$ cat config.mk
export PLATFORM = sky130hd
export DESIGN_NAME = uart_cal_parser
export DESIGN_NICKNAME = d
export VERILOG_FILES = /design/src/rtl/cal_pkg.sv /design/src/rtl/cal_dec_acc.sv /design/src/rtl/uart_cal_parser.sv
export SDC_FILE = /design/constraint.sdc
export NUM_CORES = 1
export LEC_CHECK = 0
export ABC_AREA = 1
export CELL_PAD_IN_SITES_DETAIL_PLACEMENT = 1
export CELL_PAD_IN_SITES_GLOBAL_PLACEMENT = 2
export CORE_UTILIZATION = 32
export CTS_CLUSTER_SIZE = 16
export DETAILED_ROUTE_END_ITERATION = 12
export GPL_ROUTABILITY_DRIVEN = 0
export PLACE_DENSITY_LB_ADDON = 0.25
export RECOVER_POWER = 50
export SLEW_MARGIN = 20
export SYNTH_ARGS = -nofsm -noshare
export SYNTH_HDL_FRONTEND = slang
export SYNTH_SLANG_ARGS = --single-unit
export TNS_END_PERCENT = 50
$ cat constraint.sdc
create_clock -name clk -period 2.86 [get_ports clk]
set_input_delay 0.429 -clock clk [delete_from_list [all_inputs] [get_ports clk]]
set_output_delay 0.429 -clock clk [all_outputs]
set_load 0.02 [all_outputs]
$ cat src/rtl/cal_pkg.sv
// Shared definitions for the UART calculator parser: opcodes, ASCII
// constants, parser state encoding and byte classification helpers.
package cal_pkg;

    localparam logic [1:0] OP_ADD = 2'b00;
    localparam logic [1:0] OP_SUB = 2'b01;
    localparam logic [1:0] OP_MUL = 2'b10;
    localparam logic [1:0] OP_DIV = 2'b11;

    localparam logic [7:0] ASC_0     = 8'h30;
    localparam logic [7:0] ASC_9     = 8'h39;
    localparam logic [7:0] ASC_PLUS  = 8'h2B;
    localparam logic [7:0] ASC_MINUS = 8'h2D;
    localparam logic [7:0] ASC_STAR  = 8'h2A;
    localparam logic [7:0] ASC_SLASH = 8'h2F;
    localparam logic [7:0] ASC_EQ    = 8'h3D;
    localparam logic [7:0] ASC_SP    = 8'h20;
    localparam logic [7:0] ASC_I     = 8'h49;
    localparam logic [7:0] ASC_U     = 8'h55;
    localparam logic [7:0] ASC_S     = 8'h53;

    typedef enum logic [2:0] {
        ST_IDLE,
        ST_OPA,
        ST_OPB,
        ST_ISSUE,
        ST_ERR
    } state_e;

    typedef enum logic [2:0] {
        CLS_DIGIT,
        CLS_OP,
        CLS_EQ,
        CLS_SP,
        CLS_CLR,
        CLS_UNS,
        CLS_SGN,
        CLS_BAD
    } cls_e;

    function automatic cls_e classify(input logic [7:0] b);
        cls_e cls;
        if (b >= ASC_0 && b <= ASC_9) begin
            cls = CLS_DIGIT;
        end else begin
            case (b)
                ASC_PLUS, ASC_MINUS, ASC_STAR, ASC_SLASH: cls = CLS_OP;
                ASC_EQ:  cls = CLS_EQ;
                ASC_SP:  cls = CLS_SP;
                ASC_I:   cls = CLS_CLR;
                ASC_U:   cls = CLS_UNS;
                ASC_S:   cls = CLS_SGN;
                default: cls = CLS_BAD;
            endcase
        end
        return cls;
    endfunction

    function automatic logic [1:0] op_of(input logic [7:0] b);
        logic [1:0] op;
        case (b)
            ASC_MINUS: op = OP_SUB;
            ASC_STAR:  op = OP_MUL;
            ASC_SLASH: op = OP_DIV;
            default:   op = OP_ADD;
        endcase
        return op;
    endfunction

endpackage

$ cat src/rtl/cal_dec_acc.sv
// Decimal accumulator: clear, load a first digit, or step acc = acc*10 + digit.
// Build option UART_CAL_OVF_DET_EN: when defined, ovf flags a step whose true
// result does not fit in DATA_W bits; otherwise ovf is tied low and the
// accumulator wraps modulo 2^DATA_W.
module cal_dec_acc #(
    parameter int DATA_W = 16
) (
    input  logic              clk,
    input  logic              n_rst,
    input  logic              clr,
    input  logic              load,
    input  logic              step,
    input  logic [3:0]        digit,
    output logic [DATA_W-1:0] acc,
    output logic              ovf
);

    logic [DATA_W-1:0] acc_q, acc_d;

`ifdef UART_CAL_OVF_DET_EN
    // Four guard bits hold acc*10+9 for any DATA_W-bit acc.
    logic [DATA_W+3:0] step_wide;
    assign step_wide = ({4'b0, acc_q} << 3) + ({4'b0, acc_q} << 1)
                     + {{DATA_W{1'b0}}, digit};
    assign ovf       = |step_wide[DATA_W+3:DATA_W];
    wire [DATA_W-1:0] step_val = step_wide[DATA_W-1:0];
`else
    wire [DATA_W-1:0] step_val = (acc_q << 3) + (acc_q << 1)
                               + {{(DATA_W-4){1'b0}}, digit};
    assign ovf = 1'b0;
`endif

    // Next accumulator value; clear has priority over load and step.
    always_comb begin
        // NOTE: every always_comb output gets a default first so no latch is inferred.
        acc_d = acc_q;
        if (clr) begin
            acc_d = '0;
        end else if (load) begin
            acc_d = {{(DATA_W-4){1'b0}}, digit};
        end else if (step) begin
            acc_d = step_val;
        end
    end

    // Accumulator register.
    always_ff @(posedge clk or negedge n_rst) begin
        // NOTE: sequential state uses non-blocking assignments so all flops update together.
        if (!n_rst) begin
            acc_q <= '0;
        end else begin
            acc_q <= acc_d;
        end
    end

    assign acc = acc_q;

endmodule

$ cat src/rtl/uart_cal_parser.sv
// Parses ASCII calculator expressions "<A><op><B>=" from the UART receiver
// and hands one (A, B, opcode) command per '=' to the ALU over valid/ready.
// Build option UART_CAL_OVF_DET_EN (in cal_dec_acc): operand overflow -> ERR.
module uart_cal_parser
    import cal_pkg::*;
#(
    parameter int DATA_W = 16
) (
    input  logic              clk,
    input  logic              n_rst,
    input  logic [7:0]        rx_data,
    input  logic              rx_valid,
    output logic              cmd_valid,
    input  logic              cmd_ready,
    output logic [DATA_W-1:0] operand_a,
    output logic [DATA_W-1:0] operand_b,
    output logic [1:0]        opcode,
    output logic              signed_mode,
    output logic              err,
    output logic              overrun
);

    state_e            state_q, state_d;
    logic [DATA_W-1:0] opa_q, opb_q;
    logic [1:0]        opcode_q, opcode_d;
    logic              signed_q, signed_d;
    logic              has_dig_q, has_dig_d;
    logic              overrun_q, overrun_d;
    logic              opa_we, opb_we;
    logic              acc_clr, acc_load, acc_step, acc_ovf;
    logic [DATA_W-1:0] acc;
    cls_e              cls;

    assign cls = classify(rx_data);

    // Digits are 0x30..0x39, so the low nibble equals rx_data - 8'h30.
    cal_dec_acc #(.DATA_W(DATA_W)) u_acc (
        .clk   (clk),
        .n_rst (n_rst),
        .clr   (acc_clr),
        .load  (acc_load),
        .step  (acc_step),
        .digit (rx_data[3:0]),
        .acc   (acc),
        .ovf   (acc_ovf)
    );

    // Next-state and control decode for one received byte per cycle.
    always_comb begin
        state_d   = state_q;
        opcode_d  = opcode_q;
        signed_d  = signed_q;
        has_dig_d = has_dig_q;
        overrun_d = 1'b0;
        opa_we    = 1'b0;
        opb_we    = 1'b0;
        acc_clr   = 1'b0;
        acc_load  = 1'b0;
        acc_step  = 1'b0;

        if (state_q == ST_ISSUE) begin
            // Command pending: any byte is lost, the handshake still completes.
            overrun_d = rx_valid;
            if (cmd_ready) begin
                state_d = ST_IDLE;
            end
        end else if (rx_valid) begin
            if (cls == CLS_CLR) begin
                acc_clr = 1'b1;
                state_d = ST_IDLE;
            end else if (state_q != ST_ERR) begin
                case (cls)
                    CLS_SP:  ;
                    CLS_UNS: signed_d = 1'b0;
                    CLS_SGN: signed_d = 1'b1;
                    CLS_DIGIT: begin
                        if (state_q == ST_IDLE) begin
                            acc_load = 1'b1;
                            state_d  = ST_OPA;
                        end else if (acc_ovf) begin
                            state_d = ST_ERR;
                        end else begin
                            acc_step  = 1'b1;
                            has_dig_d = 1'b1;
                        end
                    end
                    CLS_OP: begin
                        if (state_q == ST_OPA) begin
                            opa_we    = 1'b1;
                            opcode_d  = op_of(rx_data);
                            acc_clr   = 1'b1;
                            has_dig_d = 1'b0;
                            state_d   = ST_OPB;
                        end else begin
                            state_d = ST_ERR;
                        end
                    end
                    CLS_EQ: begin
                        if (state_q == ST_OPB && has_dig_q) begin
                            opb_we  = 1'b1;
                            state_d = ST_ISSUE;
                        end else begin
                            state_d = ST_ERR;
                        end
                    end
                    default: state_d = ST_ERR;
                endcase
            end
        end
    end

    // State and output registers.
    always_ff @(posedge clk or negedge n_rst) begin
        if (!n_rst) begin
            state_q   <= ST_IDLE;
            opa_q     <= '0;
            opb_q     <= '0;
            opcode_q  <= OP_ADD;
            signed_q  <= 1'b0;
            has_dig_q <= 1'b0;
            overrun_q <= 1'b0;
        end else begin
            state_q   <= state_d;
            opcode_q  <= opcode_d;
            signed_q  <= signed_d;
            has_dig_q <= has_dig_d;
            overrun_q <= overrun_d;
            if (opa_we) opa_q <= acc;
            if (opb_we) opb_q <= acc;
        end
    end

    assign cmd_valid   = (state_q == ST_ISSUE);
    assign err         = (state_q == ST_ERR);
    assign operand_a   = opa_q;
    assign operand_b   = opb_q;
    assign opcode      = opcode_q;
    assign signed_mode = signed_q;
    assign overrun     = overrun_q;

endmodule

==> impl_metrics.csv, run 1 <==
group,metric,value,unit
placed_design,hpwl,7.70,mm
final_layout,nFillCells,1371,
grt,antenna_found_initial,0,
sta,slew_viol_final,31,
sta,setup_viol,0,
run_status,violations,"capacitance limit, slew limit",
yosys,syn_avg_cell_area,7.69,sq um
routing,final_antenna_net_count,0,
die,ios,50,
die,start_util,0.331,
sta,fin_crit,2480,ps
final_layout,diodes,0,
final_layout,final_nets,564,
critical_path,crit_slowest_cell,"clkdlybuf4s50_1",
final_layout,drive_above_1_share,0.120,
critical_path,rr_endpoint,"u_acc.acc[10]$_DFFE_PN0P_",
critical_path,critPathMaxFanout,4,
power,internal_power,0.00180,W
grt,grt_pass1_wl,16.4,mm
power,p_sw_frac,0.402,
die,chipHeight,108,microns
routing,routed_wirelength,9.54,mm
routing,firstDrtPassIters,4,
critical_path,crit_family,"adder cells",
grt,grt_pass1_vias,3179,
critical_path,ff2ff_setup_slack,550,ps
yosys,synth_seq_cells,56,
run,cap_violations,1,
yosys,synth.top_cell.area_share,0.388,
min_path,holdPathStages,2,
sta,hold_violations,0,
die,die_area,11700,sq um
placed_design,port_buffers,49,
power,p_comb_frac,0.428,
power,leakage,2.27,nW
critical_path,cp_common_cell,"ha_1",
sta,max_freq,403,MHz
grt,grtUsageTotal,0.180,
final_layout,area_growth,22.1,%
power,switchingPower,0.00121,W
clock_network,clk_pin_slew,70,ps
clock_network,post_cts_buffers,0,
min_path,hold_path.startpoint,"operand_a[9]$_DFFE_PN0P_",
power,peakVddDrop,361,uV
routing,wl_per_cell,14.3,microns
critical_path,required,3050,ps
power,p_per_area,680,nW/um^2
clock_network,cts_root_buffer,"clkbuf_16",
yosys,synthesis.area,3610,sq um
die,rows,38,
die,coreArea,10900,sq um
routing,drt_iter0_drc,123,
clock_network,cts_hold_buf,0,
yosys,yosysSeqAreaShare,0.388,
clock_network,cts_tree,"done",
critical_path,cp.arrival,2670,ps
power,p_clk_frac,0.228,
sta,fin_hold_ws,485,ps
yosys,yosysTopAreaCell,"dfrtp_1",
grt,grt_remaining_overflow,0,
routing,drc,0,
final_layout,layout_common_cells,"nand2_1 (141), dfrtp_1 (56), inv_1 (44), nor2_1 (44), o21ai_1 (32)",
critical_path,path_cells,"clkdlybuf4s50_1 -> ha_1 -> ha_1 -> fa_1 -> nand3_1 -> nand2_1 -> a21oi_1 -> xor2_1 -> or2_1 -> nand2_2",
grt,grt_max_degree,33,
clock_network,clk_path_buf_depth,2,
yosys,syn_nets,510,
power,p_seq_frac,0.343,
sta,clock_skew,4.14,ps
sta,worst_pin_slew,1660,ps
sta,worst_slew_margin_rel,-0.106,
critical_path,startpoint_type,"input port",
yosys,yosysWarnings,0,
min_path,min_path_type,"flop to flop",
critical_path,critPathKind,"input port to flop",
clock_network,cts_sinks,56,
critical_path,reg2reg_depth,8,
clock_network,cts_resized,0,
yosys,syn-instance-count,470,
routing,vias_per_cell,4.73,
sta,tns,0,ps
min_path,whs_endpoint,"operand_a[9]$_DFFE_PN0P_",
critical_path,r2r-start,"u_acc.acc[0]$_DFFE_PN0P_",
yosys,ys_types,34,
clock_network,numCtsBuffers,5,
critical_path,cp_num_buf_inv,1,
routing,vias,3148,
clock_network,clock_latency,290,ps
critical_path,critPathMaxStageDelay,490,ps
run_status,outcome,"finished with violations",
die,die_width,108,microns
clock_network,htreeDepth,2,
sta,rsz0062_at_grt,"false",
final_layout,layout_commonest_cell,"nand2_1",
yosys,synth_area_leaders,"dfrtp_1 (39%), nand2_1 (15%), ha_1 (9.0%)",
sta,fin_crit_sh,0.867,
critical_path,crit_path_end_kind,"flop",
[cell type report]
| type | count | area [sq um] | area share |
|---|---|---|---|
| well taps | 140 | 175 | 0.0397 |
| multi-input cells | 354 | 1950 | 0.443 |
| flip-flops and latches | 56 | 1400 | 0.318 |
| repair buffers | 54 | 514 | 0.117 |
| inverters | 53 | 204 | 0.0462 |
| clock buffers | 6 | 129 | 0.0292 |
| clock inverters | 2 | 35.0 | 0.00794 |
[Yosys cell counts (all sizes together)]
cell      n
o21bai    1
o21ai    38
a21oi    13
nor2     49
o21a      3
ha       26
dfrtp    56
a21o      1
inv      53
xnor2     1
xor2      3
fa        2
nand4    10
or2       7
nand2   165
nor3      3
nand3b    1
buf       7
nand3    30
o31ai     1
[worst register-to-register path, delay by kind of cell (launching register included)]
kind / cells / cell delay [ps]
adders and majority gates: 2 / 1050
DFF: 1 / 460
and+or+nand+nor: 4 / 380
AOI/OAI and AO/OA: 1 / 170
xor gates and xnor gates: 1 / 140
[metrics by stage]
stage | power, W | util | setup slack (ps) | cells | area (sq um)
6_report | 0.00300 | 0.404 | 381 | 665 | 4410
3_3_place_gp | 0.00231 | 0.389 | 104 | 657 | 4260
4_1_cts | 0.00304 | 0.404 | 357 | 665 | 4420
2_1_floorplan | 0.00196 | - | 682 | 470 | 3610
3_5_place_dp | 0.00234 | 0.389 | 41.6 | 657 | 4260
5_1_grt | 0.00327 | 0.404 | 222 | 665 | 4410
[sequential cells by signal, indices dropped and copies added (netlist names)]
register	flops
u_acc.acc	16
state_q	3
signed_mode	1
operand_b	16
overrun	1
has_dig_q	1
opcode	2
operand_a	16
[power groups by stage]
stage	combinational, W	clock, W	sequential, W
floorplan	0.000954	0	0.00101
global placement	0.00127	0	0.00104
detailed placement	0.00129	0	0.00105
CTS	0.00130	0.000708	0.00103
global route	0.00148	0.000744	0.00105
finish	0.00129	0.000686	0.00103
[layer usage]
| metal | GRT usage | up-vias | share of wire |
|---|---|---|---|
| li1 | - | 1617 | - |
| met1 | 0.269 | 1476 | 0.54 |
| met2 | 0.272 | 47 | 0.42 |
| met3 | 0.0223 | 8 | 0.023 |
| met4 | 0.0434 | 0 | 0.012 |
| met5 | 0 | - | 0 |
[kinds of logic after synthesis]
group           synth area share
xor+xnor                 0.00969
flops                      0.388
simple gates               0.347
compound gates            0.0831
fa+ha+maj                  0.101
buf+inv                   0.0717
[how the worst max path moves through the flow]
stage	cells past startpoint	slack, ps	to	start
after floorplan	8	680	u_acc.acc[10]$_DFFE_PN0P_	rx_data[3]
after global placement	9	100	u_acc.acc[10]$_DFFE_PN0P_	rx_data[3]
after detailed placement	10	40	u_acc.acc[10]$_DFFE_PN0P_	rx_data[2]
after CTS	10	360	u_acc.acc[10]$_DFFE_PN0P_	rx_data[2]
after global routing	11	220	u_acc.acc[15]$_DFFE_PN0P_	rx_data[3]
final	10	380	u_acc.acc[10]$_DFFE_PN0P_	rx_data[2]
Note: power is estimated with default switching activity, not from simulation.
==> inputs of run 2 (changes only) <==
==> constraint.sdc (replaced) <==
create_clock -name clk -period 2.3 [get_ports clk]
set_input_delay 0.345 -clock clk [delete_from_list [all_inputs] [get_ports clk]]
set_output_delay 0.345 -clock clk [all_outputs]
set_load 0.02 [all_outputs]
==> run 2 against run 1 <==
Net effect: the run now ends clean; final cell count grew 2.0%; sequential power grew 23%; die area is the same; first-iteration DRC count shrank 33%; global-route usage shrank 0.33 points; design area grew 4.2%.
==> impl_metrics.csv, run 2 (same netlist as run 1, synthesis figures left out) <==
group,metric,value,unit
clock_network,cts_tree,"done",
critical_path,reg2reg_depth,9,
grt,grt_max_degree,57,
power,p_per_area,857,nW/um^2
final_layout,nFillCells,1364,
power,internal_power,0.00231,W
critical_path,cp.arrival,2400,ps
routing,final_antenna_net_count,0,
run,cap_violations,0,
sta,setup_viol,0,
clock_network,cts_root_buffer,"clkbuf_16",
critical_path,critPathMaxStageDelay,450,ps
critical_path,path_cells,"ha_1 -> ha_1 -> a21oi_1 -> nor2_1 -> o21ai_0 -> buf_4 -> nand4_1 -> a21oi_1 -> nor2_1",
placed_design,numPlacedInstances,669,
sta,clock_skew,5.39,ps
final_layout,final_util,0.421,
power,power,0.00394,W
routing,wl_per_cell,14.5,microns
grt,grt_pass1_vias,3255,
die,die_area,11700,sq um
power,p_sw_frac,0.413,
routing,vias,3245,
clock_network,htreeDepth,2,
placed_design,placed_area,4390,sq um
sta,worst_slew_margin_rel,0.0351,
power,leakage,2.36,nW
critical_path,required,2500,ps
power,peakVddDrop,380,uV
critical_path,rr_endpoint,"u_acc.acc[12]$_DFFE_PN0P_",
die,ios,50,
critical_path,cp_num_buf_inv,1,
clock_network,clk_pin_slew,80,ps
final_layout,area_growth,27.2,%
critical_path,crit_slowest_cell,"dfrtp_1",
critical_path,crit_family,"adder cells",
final_layout,layout_commonest_cell,"nand2_1",
final_layout,layout_common_cells,"nand2_1 (140), dfrtp_1 (54), inv_1 (44), nor2_1 (44), o21ai_1 (32)",
grt,antenna_found_initial,0,
placed_design,hpwl,7.82,mm
routing,drc,0,
routing,vias_per_cell,4.79,
clock_network,clock_latency,300,ps
critical_path,r2r-start,"u_acc.acc[2]$_DFFE_PN0P_",
final_layout,final_nets,577,
routing,drt_iter0_drc,82,
power,p_seq_frac,0.322,
clock_network,cts_hold_buf,0,
power,p_clk_frac,0.202,
clock_network,clk_path_buf_depth,2,
critical_path,crit_path_end_kind,"flop",
die,die_width,108,microns
critical_path,critPathMaxFanout,5,
placed_design,port_buffers,49,
final_layout,diodes,0,
critical_path,critPathKind,"flop to flop",
sta,hold_violations,0,
final_layout,final_area,4600,sq um
final_layout,multiInputGateArea,2010,sq um
grt,grt_pass1_wl,16.1,mm
sta,max_freq,453,MHz
critical_path,ff2ff_setup_slack,90,ps
sta,worst_pin_slew,1450,ps
grt,grt_remaining_overflow,0,
die,coreArea,10900,sq um
clock_network,cts_sinks,56,
power,p_comb_frac,0.477,
sta,fin_crit_sh,0.959,
routing,firstDrtPassIters,4,
sta,fin_crit,2210,ps
final_layout,drive_above_1_share,0.173,
clock_network,numCtsBuffers,5,
die,start_util,0.331,
final_layout,final-seq-area,1400,sq um
power,switchingPower,0.00163,W
die,chipHeight,108,microns
run_status,outcome,"finished clean",
final_layout,stdcell_count,678,
sta,slew_viol_final,0,
grt,grtUsageTotal,0.176,
die,rows,38,
routing,routed_wirelength,9.85,mm
sta,tns,0,ps
critical_path,startpoint_type,"flop",
min_path,min_path_type,"input port to async pin",
## run 2: cell count changes in the layout (fill, tap and decap cells not counted), sizes merged, moves of 2 or more
cell and delta:
dlymetal6s2s +2, dlygate4sd3 -3, clkbuf -3, buf +15
## run 2: cell type report
cell class / instances / area share
Multi-Input combinational cell: 354 / 0.437
Clock buffer: 5 / 0.0272
Tap cell: 140 / 0.0381
Inverter: 53 / 0.0443
Clock inverter: 3 / 0.00598
Timing Repair Buffer: 67 / 0.142
Sequential cell: 56 / 0.305
## run 2: how the worst max path moves through the flow
stage | from | end | slack [ps] | cells past startpoint
after floorplan | u_acc.acc[0]$_DFFE_PN0P_ | u_acc.acc[10]$_DFFE_PN0P_ | 160 | 8
after global placement | rx_data[3] | u_acc.acc[10]$_DFFE_PN0P_ | -310 | 9
after detailed placement | rx_data[3] | u_acc.acc[9]$_DFFE_PN0P_ | -360 | 9
after CTS | rx_data[3] | u_acc.acc[9]$_DFFE_PN0P_ | 20 | 9
after global routing | u_acc.acc[2]$_DFFE_PN0P_ | u_acc.acc[8]$_DFFE_PN0P_ | -40 | 9
final | u_acc.acc[2]$_DFFE_PN0P_ | u_acc.acc[12]$_DFFE_PN0P_ | 90 | 9
## run 2: power by group through the flow
stage          sequential, W  clock (W)  combinational, W
5_1_grt              0.00129   0.000852           0.00214
6_report             0.00127   0.000795           0.00188
3_5_place_dp         0.00129          0           0.00176
2_1_floorplan        0.00125          0           0.00119
4_1_cts              0.00127   0.000825           0.00178
3_3_place_gp         0.00128          0           0.00170
## run 2: metal layers
layer	track usage	share of wire
met2	0.277	0.45
met1	0.254	0.52
met5	0	0
met4	0.0463	0.012
met3	0.0223	0.024
## run 2: stage by stage
stage	setup WS [ps]	hold slack, ps
4_1_cts	20.3	50.2
5_1_grt	-44.0	511
6_report	94.5	469
3_5_place_dp	-365	372
2_1_floorplan	160	49.4
3_3_place_gp	-309	368
## run 2: timing repair
item | in CTS | in global routing
buffers inserted | 0 | 1
cloned | 0 | 0
resized for setup | 2 | 15
pin swaps | 1 | 5
setup endpoints to repair | 4 | 9
